[config.mk]
export PLATFORM = sky130hd
export DESIGN_NAME = mc_ctrl
export DESIGN_NICKNAME = d
export VERILOG_FILES = /design/src/rtl/mc_ctrl.sv
export SDC_FILE = /design/constraint.sdc
export NUM_CORES = 1
export LEC_CHECK = 0
export ABC_CLOCK_PERIOD_IN_PS = 6550
export CAP_MARGIN = 30
export CORE_MARGIN = 2
export CORE_UTILIZATION = 52
export CTS_CLUSTER_SIZE = 10
export DETAILED_ROUTE_END_ITERATION = 8
export GPL_TIMING_DRIVEN = 0
export PLACE_DENSITY = 0.93
export SYNTH_ARGS = -nofsm -noshare
export SYNTH_HDL_FRONTEND = slang
export SYNTH_SLANG_ARGS = --single-unit
[constraint.sdc]
create_clock -name clk -period 6.55 [get_ports clk]
set_clock_uncertainty 0.15 [all_clocks]
set_input_delay 1.31 -clock clk [delete_from_list [all_inputs] [get_ports clk]]
set_output_delay 1.31 -clock clk [all_outputs]
set_load 0.01 [all_outputs]
[src/rtl/mc_ctrl.sv]
// Multi-cycle MIPS control unit: sequences fetch/decode/execute/mem/write-back and drives datapath selects.
// Latency: 2-5 cycles per instruction; outputs are decoded from the registered state (BRANCH pc_write follows alu_zero).
// Backpressure: none; the controller advances every cycle and never stalls.
module mc_ctrl (
    input  logic        clk,
    input  logic        reset_n,
    input  logic [5:0]  opcode,
    input  logic [5:0]  funct,
    input  logic        alu_zero,
    output logic [2:0]  alu_ctrl,
    output logic        alu_src_a,
    output logic [1:0]  alu_src_b,
    output logic [1:0]  ext_op,
    output logic        pc_write,
    output logic [1:0]  pc_src,
    output logic        ir_write,
    output logic        i_or_d,
    output logic        mem_read,
    output logic        mem_write,
    output logic        reg_write,
    output logic [1:0]  reg_dst,
    output logic [1:0]  mem_to_reg,
    output logic        illegal,
    output logic [3:0]  state_o,
    output logic [31:0] retired
);

    typedef enum logic [3:0] {
        S_IDLE    = 4'd0,
        S_FETCH   = 4'd1,
        S_DECODE  = 4'd2,
        S_MEM_ADR = 4'd3,
        S_MEM_RD  = 4'd4,
        S_MEM_WB  = 4'd5,
        S_MEM_WR  = 4'd6,
        S_EXE_R   = 4'd7,
        S_EXE_I   = 4'd8,
        S_ALU_WB  = 4'd9,
        S_BRANCH  = 4'd10,
        S_JUMP    = 4'd11
    } state_t;

    localparam logic [5:0] OP_RTYPE = 6'b000000;
    localparam logic [5:0] OP_J     = 6'b000010;
    localparam logic [5:0] OP_JAL   = 6'b000011;
    localparam logic [5:0] OP_BEQ   = 6'b000100;
    localparam logic [5:0] OP_ORI   = 6'b001101;
    localparam logic [5:0] OP_LUI   = 6'b001111;
    localparam logic [5:0] OP_LW    = 6'b100011;
    localparam logic [5:0] OP_SW    = 6'b101011;

    localparam logic [5:0] FN_NOP   = 6'b000000;
    localparam logic [5:0] FN_JR    = 6'b001000;
    localparam logic [5:0] FN_ADDU  = 6'b100001;
    localparam logic [5:0] FN_SUBU  = 6'b100011;
    localparam logic [5:0] FN_AND   = 6'b100100;
    localparam logic [5:0] FN_OR    = 6'b100101;
    localparam logic [5:0] FN_XOR   = 6'b100110;

    localparam logic [2:0] ALU_AND = 3'b000;
    localparam logic [2:0] ALU_OR  = 3'b001;
    localparam logic [2:0] ALU_ADD = 3'b010;
    localparam logic [2:0] ALU_SUB = 3'b011;
    localparam logic [2:0] ALU_XOR = 3'b100;

    state_t      state;
    state_t      next_state;
    logic [31:0] retired_cnt;

    logic is_rtype;
    logic is_r_alu;
    logic is_jr;
    logic is_nop;
    logic is_jump;
    logic is_mem;

    // Instruction class decode shared by the transition and output logic
    always_comb begin
        is_rtype = (opcode == OP_RTYPE);
        is_r_alu = is_rtype && ((funct == FN_ADDU) || (funct == FN_SUBU) ||
                                (funct == FN_AND)  || (funct == FN_OR)   ||
                                (funct == FN_XOR));
        is_jr    = is_rtype && (funct == FN_JR);
        is_nop   = is_rtype && (funct == FN_NOP);
        is_jump  = (opcode == OP_J) || (opcode == OP_JAL) || is_jr;
        is_mem   = (opcode == OP_LW) || (opcode == OP_SW);
    end

    // Next-state selection; unused encodings fall back to IDLE
    always_comb begin
        next_state = S_IDLE;
        case (state)
            S_IDLE:    next_state = S_FETCH;
            S_FETCH:   next_state = S_DECODE;
            S_DECODE: begin
                if (is_mem)                  next_state = S_MEM_ADR;
                else if (is_r_alu)           next_state = S_EXE_R;
                else if (opcode == OP_ORI)   next_state = S_EXE_I;
                else if (opcode == OP_LUI)   next_state = S_ALU_WB;
                else if (opcode == OP_BEQ)   next_state = S_BRANCH;
                else if (is_jump)            next_state = S_JUMP;
                else                         next_state = S_FETCH;
            end
            S_MEM_ADR: next_state = (opcode == OP_LW) ? S_MEM_RD : S_MEM_WR;
            S_MEM_RD:  next_state = S_MEM_WB;
            S_MEM_WB:  next_state = S_FETCH;
            S_MEM_WR:  next_state = S_FETCH;
            S_EXE_R:   next_state = S_ALU_WB;
            S_EXE_I:   next_state = S_ALU_WB;
            S_ALU_WB:  next_state = S_FETCH;
            S_BRANCH:  next_state = S_FETCH;
            S_JUMP:    next_state = S_FETCH;
            default:   next_state = S_IDLE;
        endcase
    end

    // State register and retired-instruction counter; the first FETCH after IDLE is not a retirement
    always_ff @(posedge clk or negedge reset_n) begin
        if (!reset_n) begin
            state       <= S_IDLE;
            retired_cnt <= 32'd0;
        end else begin
            state <= next_state;
            if ((next_state == S_FETCH) && (state != S_IDLE))
                retired_cnt <= retired_cnt + 32'd1;
        end
    end

    // Moore output decode from state plus the held instruction fields
    always_comb begin
        alu_ctrl   = ALU_ADD;
        alu_src_a  = 1'b0;
        alu_src_b  = 2'b00;
        ext_op     = 2'b00;
        pc_write   = 1'b0;
        pc_src     = 2'b00;
        ir_write   = 1'b0;
        i_or_d     = 1'b0;
        mem_read   = 1'b0;
        mem_write  = 1'b0;
        reg_write  = 1'b0;
        reg_dst    = 2'b00;
        mem_to_reg = 2'b00;
        illegal    = 1'b0;
        case (state)
            S_FETCH: begin
                mem_read  = 1'b1;
                ir_write  = 1'b1;
                alu_src_b = 2'b01;
                pc_write  = 1'b1;
            end
            S_DECODE: begin
                // Speculatively compute the branch target into ALUOut
                alu_src_b = 2'b11;
                ext_op    = 2'b01;
                illegal   = !(is_mem || is_r_alu || is_jump || is_nop ||
                              (opcode == OP_ORI) || (opcode == OP_LUI) ||
                              (opcode == OP_BEQ));
            end
            S_MEM_ADR: begin
                alu_src_a = 1'b1;
                alu_src_b = 2'b10;
                ext_op    = 2'b01;
            end
            S_MEM_RD: begin
                i_or_d   = 1'b1;
                mem_read = 1'b1;
            end
            S_MEM_WB: begin
                reg_write  = 1'b1;
                mem_to_reg = 2'b01;
            end
            S_MEM_WR: begin
                i_or_d    = 1'b1;
                mem_write = 1'b1;
            end
            S_EXE_R: begin
                alu_src_a = 1'b1;
                case (funct)
                    FN_SUBU: alu_ctrl = ALU_SUB;
                    FN_AND:  alu_ctrl = ALU_AND;
                    FN_OR:   alu_ctrl = ALU_OR;
                    FN_XOR:  alu_ctrl = ALU_XOR;
                    default: alu_ctrl = ALU_ADD;
                endcase
            end
            S_EXE_I: begin
                alu_src_a = 1'b1;
                alu_src_b = 2'b10;
                alu_ctrl  = ALU_OR;
            end
            S_ALU_WB: begin
                reg_write = 1'b1;
                if (opcode == OP_LUI) begin
                    mem_to_reg = 2'b11;
                    ext_op     = 2'b10;
                end else if (is_rtype) begin
                    reg_dst = 2'b01;
                end
            end
            S_BRANCH: begin
                alu_src_a = 1'b1;
                alu_ctrl  = ALU_SUB;
                pc_src    = 2'b01;
                pc_write  = alu_zero;
            end
            S_JUMP: begin
                pc_write = 1'b1;
                pc_src   = is_jr ? 2'b11 : 2'b10;
                if (opcode == OP_JAL) begin
                    // PC already holds PC+4, which is the link value
                    reg_write  = 1'b1;
                    reg_dst    = 2'b10;
                    mem_to_reg = 2'b10;
                end
            end
            default: begin
            end
        endcase
    end

    assign state_o = state;
    assign retired = retired_cnt;

endmodule

# Yosys cells after proc, flatten, opt, wreduce, memory -nomap -nowiden
# Cells that the tools add are included.
word_totals:
  elab_cells: 89
  inputBits: 15
  out_inout_bits: 57
  ff_bits: 36
op_classes:
  eq_ne: 25
  n_addsub: 1
  muxes: 30
  n_reduce_logical: 31
op_table:
  columns: ["op", "n"]
  rows:
  - ["equality test 6 bit (second input constant)", 7]
  - ["adder 32 x 1 -> 32 bit (second input constant)", 1]
  - ["two-way mux 4 bit", 6]
  - ["one-hot mux 4 bit (6 select lines)", 1]
  - ["equality test 6 x 4 -> 1 bit (second input constant)", 3]
  - ["equality test 4 x 3 -> 1 bit (second input constant)", 4]
  - ["equality test 4 bit (second input constant)", 4]
  - ["OR reduction 2 bit", 7]
  - ["logical OR 1 bit", 13]
  - ["equality test 6 x 2 -> 1 bit (second input constant)", 2]
  - ["logical NOT 6 bit", 2]
  - ["one-hot mux 2 bit (2 select lines)", 3]
  - ["one-hot mux 2 bit (3 select lines)", 2]
  - ["one-hot mux 3 bit (4 select lines)", 1]
  - ["two-way mux 1 bit", 10]
  - ["one-hot mux 3 bit (3 select lines)", 1]
  - ["equality test 4 x 1 -> 1 bit (second input constant)", 2]
  - ["equality test 4 x 2 -> 1 bit (second input constant)", 2]
  - ["two-way mux 2 bit", 4]
  - ["equality test 6 x 3 -> 1 bit (second input constant)", 1]
  - ["OR reduction 6 bit", 1]
  - ["logical AND 1 bit", 4]
  - ["logical NOT 4 bit", 1]
  - ["one-hot mux 1 bit (2 select lines)", 2]
  - ["other kinds (3)", 3]

# Logic depth before layout (Yosys ltp)
logic_depth:
  word_depth: 14
  mapped_depth: 9
  ltp_nobuf: 7

# Least setup slack after synthesis
# Ideal clock, no wire load.
synth_path:
  kind: "input to output"
  start: "in opcode[5]"
  end: "out mem_to_reg[1]"
  cell_stages: 4
  arrival_ns: 2.542
  t_required_ns: 5.090
  path_slack_ns: 2.548
  cell_sequence: "clkbuf_2 > or4_4 > or4_1 > nand2b_1"
synth_via:
  elab_chain_cells: 3
  elab_cells_between_ends: 5
synth_lines:
  columns: ["element", "line", "source"]
  rows:
  - ["from (decl)", "7", "input logic [5:0] opcode,"]
  - ["equality test 6 x 2 -> 1 bit / equality test 6 x 4 -> 1 bit (equally long branches)", "210, 194", null]
  - ["two-way mux 2 bit (on tied branches)", "210, 194", null]
  - ["one-hot mux 2 bit (3 select lines) (*)", "145", "case (state)"]
  - ["to (decl)", "22", "output logic [1:0] mem_to_reg,"]
# Mark *: on every way between the ends. The rest lies on a longest branch, timed or not.

# Worst setup path after layout
layout_path:
  start: "in opcode[3]"
  end: "out reg_write"
layout_via:
  elab_chain_cells: 3
layout_lines:
  columns: ["element", "line", "source"]
  rows:
  - ["equality test 6 x 2 -> 1 bit", "210", "if (opcode == OP_JAL) begin"]
  - ["two-way mux 1 bit", "210", null]
  - ["one-hot mux 1 bit (2 select lines)", "145", null]
  - ["to (decl)", "20", "output logic reg_write,"]
# Every way passes these cells.

==> qor.csv <==
stage,metric,value,unit
critical_path,worst-path-max-fanout,8,
clock_network,root_buffer,clkbuf_8,
finish,nFillCells,360,
sta,final_hold_viol_count,0,
run,maxCapViolations,0,
synth,synthArstFlopShare,100,%
critical_path,reg2reg_from,retired[0]$_DFFE_PN0P_,
power_and_ir_drop,leakage,1.38,nW
grt,antenna_found_initial,0,
grt,grt.overflow.total,0,
sta,drv_slew,0,
critical_path,crit_top_cell,clkdlybuf4s50_1,
clock_network,cts.clk_slew.worst_paths,0.06,ns
floorplanning,initial_utilization,53.0,%
finish,most-common-layout-cells,"clkdlybuf4s50_1 (66), dfrtp_1 (36), xnor2_1 (33)",
drt,drc,0,
clock_network,clockBufferDepth,2,
critical_path,critPathKind,input port to output port,
finish,areaGrowthSynthToFinish,32.8,%
clock_network,hold_buffers,0,
critical_path,startpoint,opcode[3],
sta,worstMarginPinSlew,0.902,ns
critical_path,critPathCaptureType,output port,
power_and_ir_drop,max-vdd-ir-drop,254,uV
finish,final_cell_area,3280,um^2
drt,drtPass1Iterations,4,
clock_network,clock_sinks,36,
synth,avgSynthCellArea,9.36,um^2
sta,whs,0.336,ns
synth,syn_nets,280,
worst_hold_path,min_from,retired[31]$_DFFE_PN0P_,
grt,grt.total_usage,23.6,%
grt,grt_pass1_vias,2151,
sta,setup_viol,0,
floorplanning,die_y,72.9,um
floorplanning,die_area,5320,um^2
critical_path,cp_data_arrival_time,3.63,ns
sta,fin_crit,5.09,ns
placement,io_buffers,67,
clock_network,cts_buffers,5,
finish,drive_above_1_share,11.8,%
grt,grt_pass1_wl,9780,um
sta,post-route-period-util,77.7,%
synth,syn_area,2470,um^2
clock_network,ctsResizeCount,0,
placement,routabilityCongestion,0.972,
sta,finalSetupTns,0,ns
critical_path,required,5.09,ns
placement,post_dp_cell_area,3200,um^2
sta,fmax,0.196,GHz
drt,ant_nets,0,
floorplanning,core,4660,um^2
synth,synthFlopType,dfrtp_1,
drt,drt_iter0_markers,173,
critical_path,worst_path_largest_cell_delay,0.63,ns
worst_hold_path,hold_class,flip-flop to flip-flop,
floorplanning,die_x,72.9,um
floorplanning,num_rows,25,
placement,place_hpwl,4520,um
finish,multi_input_area,1440,um^2
clock_network,clock_latency,0.29,ns
floorplanning,pin_count,72,
clock_network,h-tree-depth,2,
finish,n_antenna_cell,0,
synth,yosysWarnings,0,
drt,avgViaCountPerCell,5.81,
clock_network,cts_setup_buffers,0,
synth,synth_edf_count,0,
synth,yosysUniqueCellTypes,57,
critical_path,cp_slowest_cell,or4_4,
finish,seq_area,901,um^2
synth,ys_seq_area_share,36.5,%
run_status,outcome,completed,
drt,drt_wl_total,6050,um
finish,layout_commonest_cell,clkdlybuf4s50_1,
critical_path,crit_path_cell_trace,clkdlybuf4s50_1 > or4_4 > or4_1 > nand2_1 > clkdlybuf4s50_1,
sta,rsz0062_at_grt,false,
grt,grt_max_degree,37,
power_and_ir_drop,p_per_area,272,nW/um^2
finish,nets,354,
critical_path,startpoint_type,input port,
drt,routedWlPerCell,15.4,um
synth,postSynthCellCount,264,
clock_network,tritoncts,yes,
sta,maxSlewHeadroom,39.3,%
synth,ys_seq_elements,36,
drt,vias,2279,
==> stage by stage <==
step                setup WS [ns]  power [mW]  cells  util, %
floorplan                    2.55       0.554    264        -
global placement             1.52       0.740    385     68.9
detailed placement           1.48       0.748    385     68.8
CTS                          1.48       0.894    392     70.4
global route                 1.40       0.945    392     70.4
finish                       1.46       0.892    392     70.4
==> area by class of cell <==
type                       count  share of cell area [%]
timing repair buffer          67                    20.3
sequential                    36                    27.4
buffer                        18                    3.28
multi-input combinational    204                    43.9
clock buffer                   6                    2.21
clock inverter                 1                   0.152
tap                           54                    2.06
inverter                       6                   0.686
==> cell families (layout without fill, tap and decap cells) <==
group	Yosys count	count (layout)	synth area share (%)
simple gates	141	141	37.4
flops	36	36	36.5
xor+xnor	35	35	12.4
compound gates	25	25	7.09
buf+inv	24	98	5.27
mux	2	2	0.861
fa+ha+maj	1	1	0.506
==> metal layers <==
metal  vias up  part of all wire, %  routed length (um)  GRT usage [%]
li1       1098                    -                   -              -
met1      1100                   46                2790           30.9
met2        70                   48                2900           38.8
met3        11                  4.1                 249           4.28
met4         0                  1.7                 102           9.05
met5         -                    0                   0              0
==> flip-flops by register name, summed over array words and instances, names as in the netlist <==
| signal | count |
|---|---|
| retired | 32 |
| state_o | 4 |
==> where the power goes <==
part	switching (mW)	total [mW]	internal [mW]
Sequential	0.0382	0.287	0.249
Clock	0.0738	0.146	0.0722
Combinational	0.233	0.459	0.226
==> synthesized netlist by cell type, drive strengths merged, types with 5 or more instances <==
| library cell | n | area share [%] |
|---|---|---|
| dfrtp | 36 | 36 |
| xnor2 | 33 | 12 |
| and3 | 22 | 5.6 |
| nand2 | 19 | 2.9 |
| nand4 | 18 | 5.1 |
| nand3 | 16 | 5.5 |
| nor2 | 13 | 2.0 |
| buf | 10 | 3.1 |
| and2 | 9 | 2.3 |
| clkbuf | 8 | 1.3 |
| a21oi | 7 | 1.4 |
| inv | 6 | 0.91 |
| and4 | 5 | 1.8 |
| nand2b | 5 | 1.3 |
| nor3 | 5 | 1.2 |
==> worst max-delay path, delay by kind of cell <==
kind / cells / cell delay, ns
simple gates: 3 / 1.23
buf+inv: 2 / 1.08
==> worst paths after layout <==
check	endpoint	slack, ns	cells after the start
min in group asynchronous	retired[22]$_DFFE_PN0P_	0.93	1
setup / recovery	reg_write	1.46	5
hold reg to reg	retired[31]$_DFFE_PN0P_	0.34	1
hold / removal	retired[31]$_DFFE_PN0P_	0.34	1
setup reg to reg	retired[28]$_DFFE_PN0P_	3.84	8
max in group asynchronous	retired[8]$_DFFE_PN0P_	4.82	1
No activity file was read; power rests on OpenSTA's default activity.
